<file path="src/rtl/huff_pkg.sv">
// Shared types and constants for the bit-serial Huffman decoder.
// Provides the table size, the decoder state enum, the code-entry struct
// and a helper that turns a contiguous code mask into a code length.
package huff_pkg;

  localparam int unsigned MAX_CHAR_COUNT = 5;
  localparam int unsigned CNT_W          = $clog2(MAX_CHAR_COUNT + 1);

  typedef enum logic [2:0] {
    UNLOADED = 3'd0,
    SHIFT    = 3'd1,
    CHECK    = 3'd2,
    EMIT     = 3'd3,
    DONE     = 3'd4,
    ERR      = 3'd5
  } huff_dec_state_t;

  // One decoded table entry; len == 0 marks an entry that can never match.
  typedef struct packed {
    logic [7:0]                ch;
    logic [MAX_CHAR_COUNT-1:0] value;
    logic [MAX_CHAR_COUNT-1:0] mask;
    logic [CNT_W-1:0]          len;
  } huff_code_t;

  // Number of set bits in a code mask, i.e. the code length.
  function automatic logic [CNT_W-1:0] code_len(input logic [MAX_CHAR_COUNT-1:0] m);
    logic [CNT_W-1:0] c;
    c = '0;
    for (int unsigned i = 0; i < MAX_CHAR_COUNT; i++) begin
      c = c + CNT_W'(m[i]);
    end
    return c;
  endfunction

endpackage

</file>
<file path="src/rtl/huff_code_match.sv">
// Combinational code lookup: compares the accumulated code word against
// every valid table entry and reports the lowest matching index.
// Ports:
//   tbl               loaded code table
//   acc               accumulated code bits, right-aligned (last bit in bit 0)
//   len               number of bits accumulated
//   unique_char_count number of valid table entries
//   hit               some entry matched
//   hit_index         lowest matching entry index
module huff_code_match
  import huff_pkg::*;
(
  input  huff_code_t [MAX_CHAR_COUNT-1:0] tbl,
  input  logic [MAX_CHAR_COUNT-1:0]       acc,
  input  logic [CNT_W-1:0]                len,
  input  logic [CNT_W-1:0]                unique_char_count,
  output logic                            hit,
  output logic [CNT_W-1:0]                hit_index
);

  // Ascending scan; the first hit locks out later entries.
  always_comb begin
    hit       = 1'b0;
    hit_index = '0;
    for (int unsigned i = 0; i < MAX_CHAR_COUNT; i++) begin
      if (!hit &&
          (CNT_W'(i) < unique_char_count) &&
          (tbl[i].len != '0) &&
          (tbl[i].len == len) &&
          ((acc & tbl[i].mask) == (tbl[i].value & tbl[i].mask))) begin
        hit       = 1'b1;
        hit_index = CNT_W'(i);
      end
    end
  end

endmodule

</file>
<file path="src/rtl/huff_decoder.sv">
// Bit-serial Huffman decoder. Loads the encoder's code table, shifts in one
// code bit per handshake (MSB of each code first) and emits one decoded
// character per handshake; done is raised after the last coded symbol.
// Optional macro HUFF_DEC_ERR_EN: when defined, an unmatched code parks the
// decoder in ERR with a sticky error flag; when undefined, error is tied low,
// unmatched full-length codes are dropped and an unmatched final bit ends the
// stream without a character.
// Ports:
//   clk, reset           clock and synchronous active-high reset
//   tbl_load             one-cycle pulse capturing the table inputs below
//   character            packed 8-bit characters, entry i at [8i+7:8i]
//   encoded_value        packed code words, right-aligned per entry
//   encoded_mask         packed contiguous valid-bit masks per entry
//   unique_char_count    number of valid entries
//   bit_in/last/valid    encoded bit stream input, bit_ready back-pressure
//   char_out/char_valid  decoded character output, char_ready back-pressure
//   done                 sticky: final symbol delivered
//   error                sticky invalid-code flag
module huff_decoder
  import huff_pkg::*;
(
  input  logic                                     clk,
  input  logic                                     reset,
  input  logic                                     tbl_load,
  input  logic [MAX_CHAR_COUNT*8-1:0]              character,
  input  logic [MAX_CHAR_COUNT*MAX_CHAR_COUNT-1:0] encoded_value,
  input  logic [MAX_CHAR_COUNT*MAX_CHAR_COUNT-1:0] encoded_mask,
  input  logic [CNT_W-1:0]                         unique_char_count,
  input  logic                                     bit_in,
  input  logic                                     bit_last,
  input  logic                                     bit_valid,
  output logic                                     bit_ready,
  output logic [7:0]                               char_out,
  output logic                                     char_valid,
  input  logic                                     char_ready,
  output logic                                     done,
  output logic                                     error
);

  localparam int unsigned W = MAX_CHAR_COUNT;

  huff_dec_state_t     state_q, state_d;
  huff_code_t [W-1:0]  tbl_q, tbl_d, ld_tbl;
  logic [CNT_W-1:0]    count_q, count_d;
  logic [CNT_W-1:0]    max_len_q, max_len_d, ld_max_len;
  logic [CNT_W-1:0]    len_q, len_d;
  logic [W-1:0]        acc_q, acc_d;
  logic                last_q, last_d;
  logic [7:0]          char_out_q, char_out_d;
  logic                char_valid_q, char_valid_d;
  logic                bit_ready_q, bit_ready_d;
  logic                done_q, done_d;
  logic                error_q, error_d;
  logic                hit;
  logic [CNT_W-1:0]    hit_index;

  // Table image as it would be captured by a load this cycle.
  always_comb begin
    ld_tbl     = '0;
    ld_max_len = '0;
    for (int unsigned i = 0; i < W; i++) begin
      ld_tbl[i].ch    = character[8*i +: 8];
      ld_tbl[i].value = encoded_value[W*i +: W];
      ld_tbl[i].mask  = encoded_mask[W*i +: W];
      ld_tbl[i].len   = (CNT_W'(i) < unique_char_count) ?
                        code_len(encoded_mask[W*i +: W]) : '0;
    end
    // A lone symbol is always the one-bit code "0", whatever its mask says.
    if (unique_char_count == CNT_W'(1)) begin
      ld_tbl[0].value = '0;
      ld_tbl[0].mask  = W'(1);
      ld_tbl[0].len   = CNT_W'(1);
    end
    for (int unsigned i = 0; i < W; i++) begin
      if (ld_tbl[i].len > ld_max_len) begin
        ld_max_len = ld_tbl[i].len;
      end
    end
  end

  huff_code_match u_match (
    .tbl               (tbl_q),
    .acc               (acc_q),
    .len               (len_q),
    .unique_char_count (count_q),
    .hit               (hit),
    .hit_index         (hit_index)
  );

  // Next-state and output logic; a table load wins over everything else.
  always_comb begin
    state_d      = state_q;
    tbl_d        = tbl_q;
    count_d      = count_q;
    max_len_d    = max_len_q;
    acc_d        = acc_q;
    len_d        = len_q;
    last_d       = last_q;
    char_out_d   = char_out_q;
    char_valid_d = char_valid_q;
    done_d       = done_q;
    error_d      = error_q;

    if (tbl_load) begin
      tbl_d        = ld_tbl;
      count_d      = unique_char_count;
      max_len_d    = ld_max_len;
      acc_d        = '0;
      len_d        = '0;
      last_d       = 1'b0;
      char_valid_d = 1'b0;
      done_d       = 1'b0;
      error_d      = 1'b0;
      state_d      = (unique_char_count == '0) ? UNLOADED : SHIFT;
    end else begin
      case (state_q)
        SHIFT: begin
          if (bit_valid) begin
            acc_d   = {acc_q[W-2:0], bit_in};
            len_d   = len_q + CNT_W'(1);
            last_d  = bit_last;
            state_d = CHECK;
          end
        end
        CHECK: begin
          if (hit) begin
            char_out_d   = tbl_q[hit_index].ch;
            char_valid_d = 1'b1;
            acc_d        = '0;
            len_d        = '0;
            state_d      = EMIT;
          end else if (!last_q && (len_q < max_len_q)) begin
            state_d = SHIFT;
          end else begin
`ifdef HUFF_DEC_ERR_EN
            error_d = 1'b1;
            state_d = ERR;
`else
            // Drop the unusable code word and carry on, or finish quietly.
            acc_d = '0;
            len_d = '0;
            if (last_q) begin
              done_d  = 1'b1;
              state_d = DONE;
            end else begin
              state_d = SHIFT;
            end
`endif
          end
        end
        EMIT: begin
          if (char_ready) begin
            char_valid_d = 1'b0;
            if (last_q) begin
              done_d  = 1'b1;
              state_d = DONE;
            end else begin
              state_d = SHIFT;
            end
          end
        end
        default: begin
          // UNLOADED, DONE and ERR hold until reset or a table load.
        end
      endcase
    end

    // Registered ready: high exactly while the next state is SHIFT.
    bit_ready_d = (state_d == SHIFT);
  end

  always_ff @(posedge clk) begin
    if (reset) begin
      state_q      <= UNLOADED;
      tbl_q        <= '0;
      count_q      <= '0;
      max_len_q    <= '0;
      acc_q        <= '0;
      len_q        <= '0;
      last_q       <= 1'b0;
      char_out_q   <= 8'h00;
      char_valid_q <= 1'b0;
      bit_ready_q  <= 1'b0;
      done_q       <= 1'b0;
      error_q      <= 1'b0;
    end else begin
      state_q      <= state_d;
      tbl_q        <= tbl_d;
      count_q      <= count_d;
      max_len_q    <= max_len_d;
      acc_q        <= acc_d;
      len_q        <= len_d;
      last_q       <= last_d;
      char_out_q   <= char_out_d;
      char_valid_q <= char_valid_d;
      bit_ready_q  <= bit_ready_d;
      done_q       <= done_d;
      error_q      <= error_d;
    end
  end

  assign bit_ready  = bit_ready_q;
  assign char_out   = char_out_q;
  assign char_valid = char_valid_q;
  assign done       = done_q;
  assign error      = error_q;

endmodule

</file>
<file path="config.mk">
export PLATFORM = sky130hd
export DESIGN_NAME = huff_decoder
export DESIGN_NICKNAME = d
export VERILOG_FILES = /design/src/rtl/huff_pkg.sv /design/src/rtl/huff_code_match.sv /design/src/rtl/huff_decoder.sv
export SDC_FILE = /design/constraint.sdc
export NUM_CORES = 1
export LEC_CHECK = 0
export CAP_MARGIN = 20
export CORE_MARGIN = 2
export CORE_UTILIZATION = 30
export CTS_CLUSTER_DIAMETER = 30
export DETAILED_ROUTE_END_ITERATION = 12
export GPL_TIMING_DRIVEN = 1
export HOLD_SLACK_MARGIN = 0.12
export PLACE_DENSITY = 0.49
export SKIP_LAST_GASP = 1
export SLEW_MARGIN = 20
export SYNTH_ARGS = -nofsm -noshare
export SYNTH_HDL_FRONTEND = slang
export SYNTH_SLANG_ARGS = --single-unit
</file>
<file path="constraint.sdc">
create_clock -name clk -period 7.75 [get_ports clk]
set_input_delay 0.775 -clock clk [delete_from_list [all_inputs] [get_ports clk]]
set_output_delay 0.775 -clock clk [all_outputs]
set_load 0.005 [all_outputs]
</file>
## Yosys cells after proc, flatten, opt, wreduce, memory -nomap -nowiden

Cells that the tools add are included.

- Bitwise gates (word level): 11
- Muxes and demuxes: 46
- Add/sub/neg operators: 21
- Equality and inequality tests: 21
- Magnitude comparators: 17
- Reduce and logical (&&, ||, !) cells: 39

Operators by type and width:

| cell | count |
|---|---|
| 21-bit binary-select mux with 3-bit select | 1 |
| 3-bit two-way mux | 20 |
| 5-bit bitwise AND | 10 |
| 3-bit by 1-bit adder with 3-bit output | 10 |
| 5-bit == test | 5 |
| 21-bit two-way mux | 1 |
| 1-bit logical AND | 20 |
| 2-bit by 1-bit adder with 3-bit output | 5 |
| 3-bit == test | 5 |
| 5-bit two-way mux | 3 |
| 3-bit nonzero test | 5 |
| 1-bit two-way mux | 13 |
| 13-bit two-way mux | 1 |
| 3-bit > comparator | 4 |
| 1-bit by 3-bit < comparator with 1-bit output, first input constant | 4 |
| 2-bit by 3-bit < comparator with 1-bit output, first input constant | 4 |
| 1-bit by 1-bit adder with 2-bit output | 5 |
| 2-bit != test, second input constant | 5 |
| 5-bit one-hot mux with 2 select lines | 1 |
| 3-bit by 1-bit == test with 1-bit output, second input constant | 3 |
| 3-bit one-hot mux with 3 select lines | 1 |
| 3-bit AND reduction | 3 |
| 3-bit by 2-bit == test with 1-bit output, second input constant | 2 |
| 3-bit < comparator, first input constant | 2 |
| 15 further kinds | 22 |

- Input port bits: 100
- Output and inout bits: 12
- Word-level logic and storage cells: 185
- Flip-flop bits (word level): 134

## Depth between registers and ports, before layout

- Depth in word-level cells: 33
- Depth in mapped cells: 32
- Depth with buffers taken out: 32

## By module

A second synthesis with hierarchy kept.

- Cells, all modules: 713
- Area total of the unflattened synthesis: 6834.1 um^2

Modules (own cells, without submodules):

| module | area each (um^2) | instances | cells each | seq. area each (um^2) |
|---|---|---|---|---|
| huff_decoder | 6130.9 | 1 | 623 | 2682.6 |
| huff_code_match | 703.2 | 1 | 90 | 0.0 |

## Least setup slack after synthesis

Ideal clock, no wire load.

- Path kind: input to register
- From: input port encoded_mask[5]
- To: register max_len_q[2]
- Library setup time: 136 ps
- Arrival time: 6316 ps
- Slack: 1299 ps
- Stages on the path: 32
- Required time: 7614 ps
- Path buffers: 0
- Cell sequence: fa_1 > inv_1 > fa_1 > inv_1 > ha_1 > and2_1 > ha_1 > nor2b_1 > o21a_1 > o21a_1 > o21ai_0 > inv_1 > ha_1 > nor2b_1 > o21ai_0 > and2_1 > a31oi_1 > mux2i_1 > ha_1 > nor2b_1 > o21ai_0 > nand2b_1 > nand2_1 > mux2_2 > ha_1 > nor2b_1 > o21ai_0 > a32oi_1 > inv_1 > o21ai_0 > a21o_1 > o31ai_1

RTL lines:

| what | RTL line | text |
|---|---|---|
| from (decl) | huff_decoder.sv:27 | `input logic [MAX_CHAR_COUNT*MAX_CHAR_COUNT-1:0] encoded_mask,` |
| to (signal assigned) | huff_decoder.sv:190 | `max_len_q <= max_len_d;` |
| to (decl) | huff_decoder.sv:45 | `logic [CNT_W-1:0] max_len_q, max_len_d, ld_max_len;` |

## Worst setup path in the final report

- From: input port encoded_mask[0]
- To: register max_len_q[2]

- Longest elaborated chain between the ends: 16

Ends and longest elaborated chain:

| what | RTL line | text |
|---|---|---|
| 1-bit by 1-bit adder with 2-bit output * | huff_pkg.sv:31 | `c = c + CNT_W'(m[i]);` |
| 2-bit by 1-bit adder with 3-bit output * | huff_pkg.sv:31 |  |
| 3-bit by 1-bit adder with 3-bit output * (2 in series) | huff_pkg.sv:31 |  |
| 3-bit two-way mux * | huff_decoder.sv:65 | `ld_tbl[i].len = (CNT_W'(i) < unique_char_count) ?` |
| 13-bit two-way mux * | huff_decoder.sv:69 | `if (unique_char_count == CNT_W'(1)) begin` |
| 3-bit by 1-bit > comparator with 1-bit output | huff_decoder.sv:75 | `if (ld_tbl[i].len > ld_max_len) begin` |
| 3-bit two-way mux * | huff_decoder.sv:75 |  |
| 3-bit > comparator | huff_decoder.sv:75 |  |
| 3-bit two-way mux * | huff_decoder.sv:75 |  |
| 3-bit > comparator | huff_decoder.sv:75 |  |
| 3-bit two-way mux * | huff_decoder.sv:75 |  |
| 3-bit > comparator | huff_decoder.sv:75 |  |
| 3-bit two-way mux * | huff_decoder.sv:75 |  |
| 3-bit > comparator | huff_decoder.sv:75 |  |
| 3-bit two-way mux * | huff_decoder.sv:75 |  |

Every way passes the cells marked *; elsewhere a longest branch is shown, timed or not.
A chain may end at the register's enable or synchronous reset.

==> results by group <==
Run status
  – Status: complete, no violations

STA
  – Tcrit/Tclk final: about nine tenths
  – Max Slew Vio Count: 0
  – Worst Tran Pin Value: 0.8912 ns
  – Clock Skew: 0.006631 ns
  – Hold violation count in the final report: 0
  – Fmax: approximately 140 MHz
  – Slew Limit Headroom: about two fifths
  – Final setup fails: 0
  – Total negative slack: 0 ns
  – Minimum clock period: 6.988 ns
  – RSZ-0062 raised after global routing: no

Routing
  – Vias: 5301
  – WL per Instance: 16.93 um
  – Via density: 4.797
  – First-pass detailed-route iteration total: 5
  – Routed wire length: roughly 19000 um
  – # DRC: 0
  – Routed Antenna Nets: 0
  – First DRT Iteration DRCs: ~250

Layout
  – Layout cells sized above 1: 5.825%
  – Multi-input gate area: between 3000 and 4000 sq um
  – Register Area: about 2700 sq um
  – Area Overhead vs Synth: 27.20%
  – Nets: about 940
  – Filler instances: ~2300
  – Final non-filler cell total: 1105

Synth
  – Sequential element share of the synthesized area: 40.08%
  – Yosys cell types: 54
  – Synthesis-stage register bit count: 134
  – Synth Area per Inst: 9.257 sq um
  – Post-synth EDFFs: 0
  – Mapped Nets: about 850
  – Mapped Cells: 723
  – Syn Std Cell Area: between 6000 and 7000 sq um
  – Post-synth ARST share: 0%
  – Ys Warns: 0
  – Synth Flop Type: dfxtp_1

Floorplan
  – Rows: 54
  – Die H: 153.4 um
  – Area of the die: roughly 24000 sq um
  – Initial core utilization: 30.57%
  – Chip width: approximately 150 um
  – CORE AREA: roughly 22000 sq um
  – Ports: 112

Clocking
  – Postcts setup bufs: 0
  – Post_cts resized: 0
  – Root Buffer: clkbuf_16
  – Clk buf depth: 2
  – Reg clk slew, reported paths: ~0.060 ns
  – Clock sinks: roughly 130
  – CTS hold repair buffers: 0
  – CTS tree: yes
  – TritonCTS Buffers: 17
  – H-tree Lvls: 4
  – Clk_lat worst skew: about 0.42 ns

Worst setup path
  – Max incr delay on CP: roughly 0.53 ns
  – CP required: 8.02 ns
  – WP data arrival: between 7 and 8 ns
  – Crit. End Element: register
  – Crit path max-delay cell type: fa_1
  – Worst Setup Path Type: in -> reg
  – Critical Path Fanout Max: 4
  – Crit start category: input pin

Place
  – Routability cong.: about 0.85
  – HPWL after DPL: between 10000 and 15000 um
  – Buffers on Ports: 110
  – Placed instance count: 1072

GRT
  – Tot GR Track Use: between 15 and 20%
  – Largest net degree at the start of global routing: 81
  – Vias in the first global route: approximately 5300
  – Initial antenna violation count: 2
  – Global-route wire length before repair: around 30000 um
  – Overflow after GRT: 0

Power and ir drop
  – Sw Share: 29.12%
  – Clock power share: between 30% and 40%
  – Cell-internal power: 0.001361 W
  – Comb power frac: a little over a fifth
  – NetSw: roughly 0.00056 W
  – Power Dens Cells: approximately 230 nW/um^2
  – Peak supply drop: 0.0001058 V
  – Leak Pwr: between 3 and 4 nW
  – Sequential share of power: 39.4%

Hold path
  – Worst hold path class: reg -> reg

Run
  – Max Cap Viol: 0
-- synthesized netlist by cell type, types with 8 or more instances --
cell type  instances  area (sq um)
nand2_1           29         108.9
nand2b_1          16         100.1
nand3_1            8         40.04
nand4_1           11         68.82
o21ai_0           21         105.1
inv_1             41         153.9
a22o_1            19         166.4
fa_1              10         200.2
buf_1             12         45.04
nor2b_1           11         68.82
nor2_1           117         439.2
a221oi_1           9         78.83
xor2_1            35         306.5
clkbuf_1          22         82.58
mux2i_1           97         970.9
ha_1              20         250.2
dfxtp_1          134          2683
a21oi_1           20         100.1
-- per-layer routing --
layer  vias to the layer above  wire [um]  track usage, %
li1                       2695          -               -
met1                      2471       8934           21.70
met2                       116       8506           26.04
met3                        17       1079           5.075
met4                         2        179           4.325
met5                         -         11               0
-- final timing paths --
kind	startpoint	endpoint	slack, ns	depth (start not counted)
max reg2reg	len_q[1]$_SDFFE_PP0P_	char_out[3]$_SDFFE_PP0P_	4.62	7
min	char_out[6]$_SDFFE_PP0P_	char_out[6]$_SDFFE_PP0P_	0.46	1
max	encoded_mask[0]	max_len_q[2]$_SDFFE_PP0P_	0.76	33
min reg2reg	char_out[6]$_SDFFE_PP0P_	char_out[6]$_SDFFE_PP0P_	0.46	1
-- state kept, by name, summed over array words and instances, names as in the netlist --
register,cells
char_valid,1
char_out,8
bit_ready,1
tbl_q,105
state_q,3
done,1
last_q,1
max_len_q,3
len_q,3
count_q,3
acc_q,5
-- cells by family after synthesis --
family | count (synthesis) | synth area share, %
and+or+nand+nor | 215 | 14.51
DFF | 134 | 40.08
AOI/OAI and AO/OA | 121 | 13.35
muxes | 102 | 15.35
buffers and inverters | 85 | 5.347
xor gates and xnor gates | 35 | 4.580
adders and majority gates | 30 | 6.730
other | 1 | 0.05603
-- cells in the final DEF, fill, tap and decap left out, drive strengths merged, types with 6 or more instances in the layout --
| master | netlist | final |
|---|---|---|
| fa | 10 | 10 |
| nand4 | 11 | 11 |
| a221oi | 9 | 9 |
| nor2 | 117 | 117 |
| inv | 41 | 46 |
| clkbuf | 22 | 20 |
| xor2 | 35 | 35 |
| nand3 | 8 | 8 |
| o21a | 6 | 6 |
| a21oi | 20 | 20 |
| clkdlybuf4s50 | 0 | 108 |
| o2bb2ai | 7 | 7 |
| ha | 20 | 20 |
| nand2 | 29 | 29 |
| a22o | 19 | 19 |
| and2 | 7 | 7 |
| dfxtp | 134 | 134 |
| mux2i | 97 | 97 |
| nand2b | 16 | 16 |
| nor2b | 11 | 11 |
| o21ai | 21 | 21 |
-- critical path, delay by kind of cell --
family,cells,cell delay (ns)
AO/OA/AOI/OAI,11,1.77
adder cells (fa/ha/maj),7,2.34
buffers and inverters,5,0.79
multiplexers,2,0.63
AND/OR/NAND/NOR,8,0.96
-- power groups by stage --
stage / clock (W) / combinational [W] / sequential (W)
final: 0.000757 / 0.000406 / 0.000757
after global routing: 0.000810 / 0.000473 / 0.000762
after CTS: 0.000777 / 0.000411 / 0.000757
after detailed placement: 0 / 0.000409 / 0.000772
after global placement: 0 / 0.000406 / 0.000772
after floorplan: 0 / 0.000289 / 0.000764
-- cell type report --
class                           instances  share of cell area, %
Multi-Input combinational cell        504                  42.90
Sequential cell                       134                  31.51
Timing Repair Buffer                  113                  13.18
Clock buffer                           20                  5.364
Tap cell                              280                  4.115
Inverter                               41                  1.808
Clock inverter                         12                  1.088
Antenna cell                            1                0.02939
-- stage by stage --
stage	util (%)	total power (W)	instance area [sq um]	setup WS [ns]	hold slack, ns
2_1_floorplan	-	0.001052	6693	1.299	0.4482
5_1_grt	38.88	0.002045	8511	0.09691	0.4923
4_1_cts	38.88	0.001945	8511	0.7742	0.4678
3_5_place_dp	36.37	0.001181	7961	0.3222	0.4497
6_report	38.89	0.001920	8513	0.7615	0.4642
3_3_place_gp	36.37	0.001178	7961	0.4064	0.4559
Note: power is estimated with default switching activity, not from simulation.
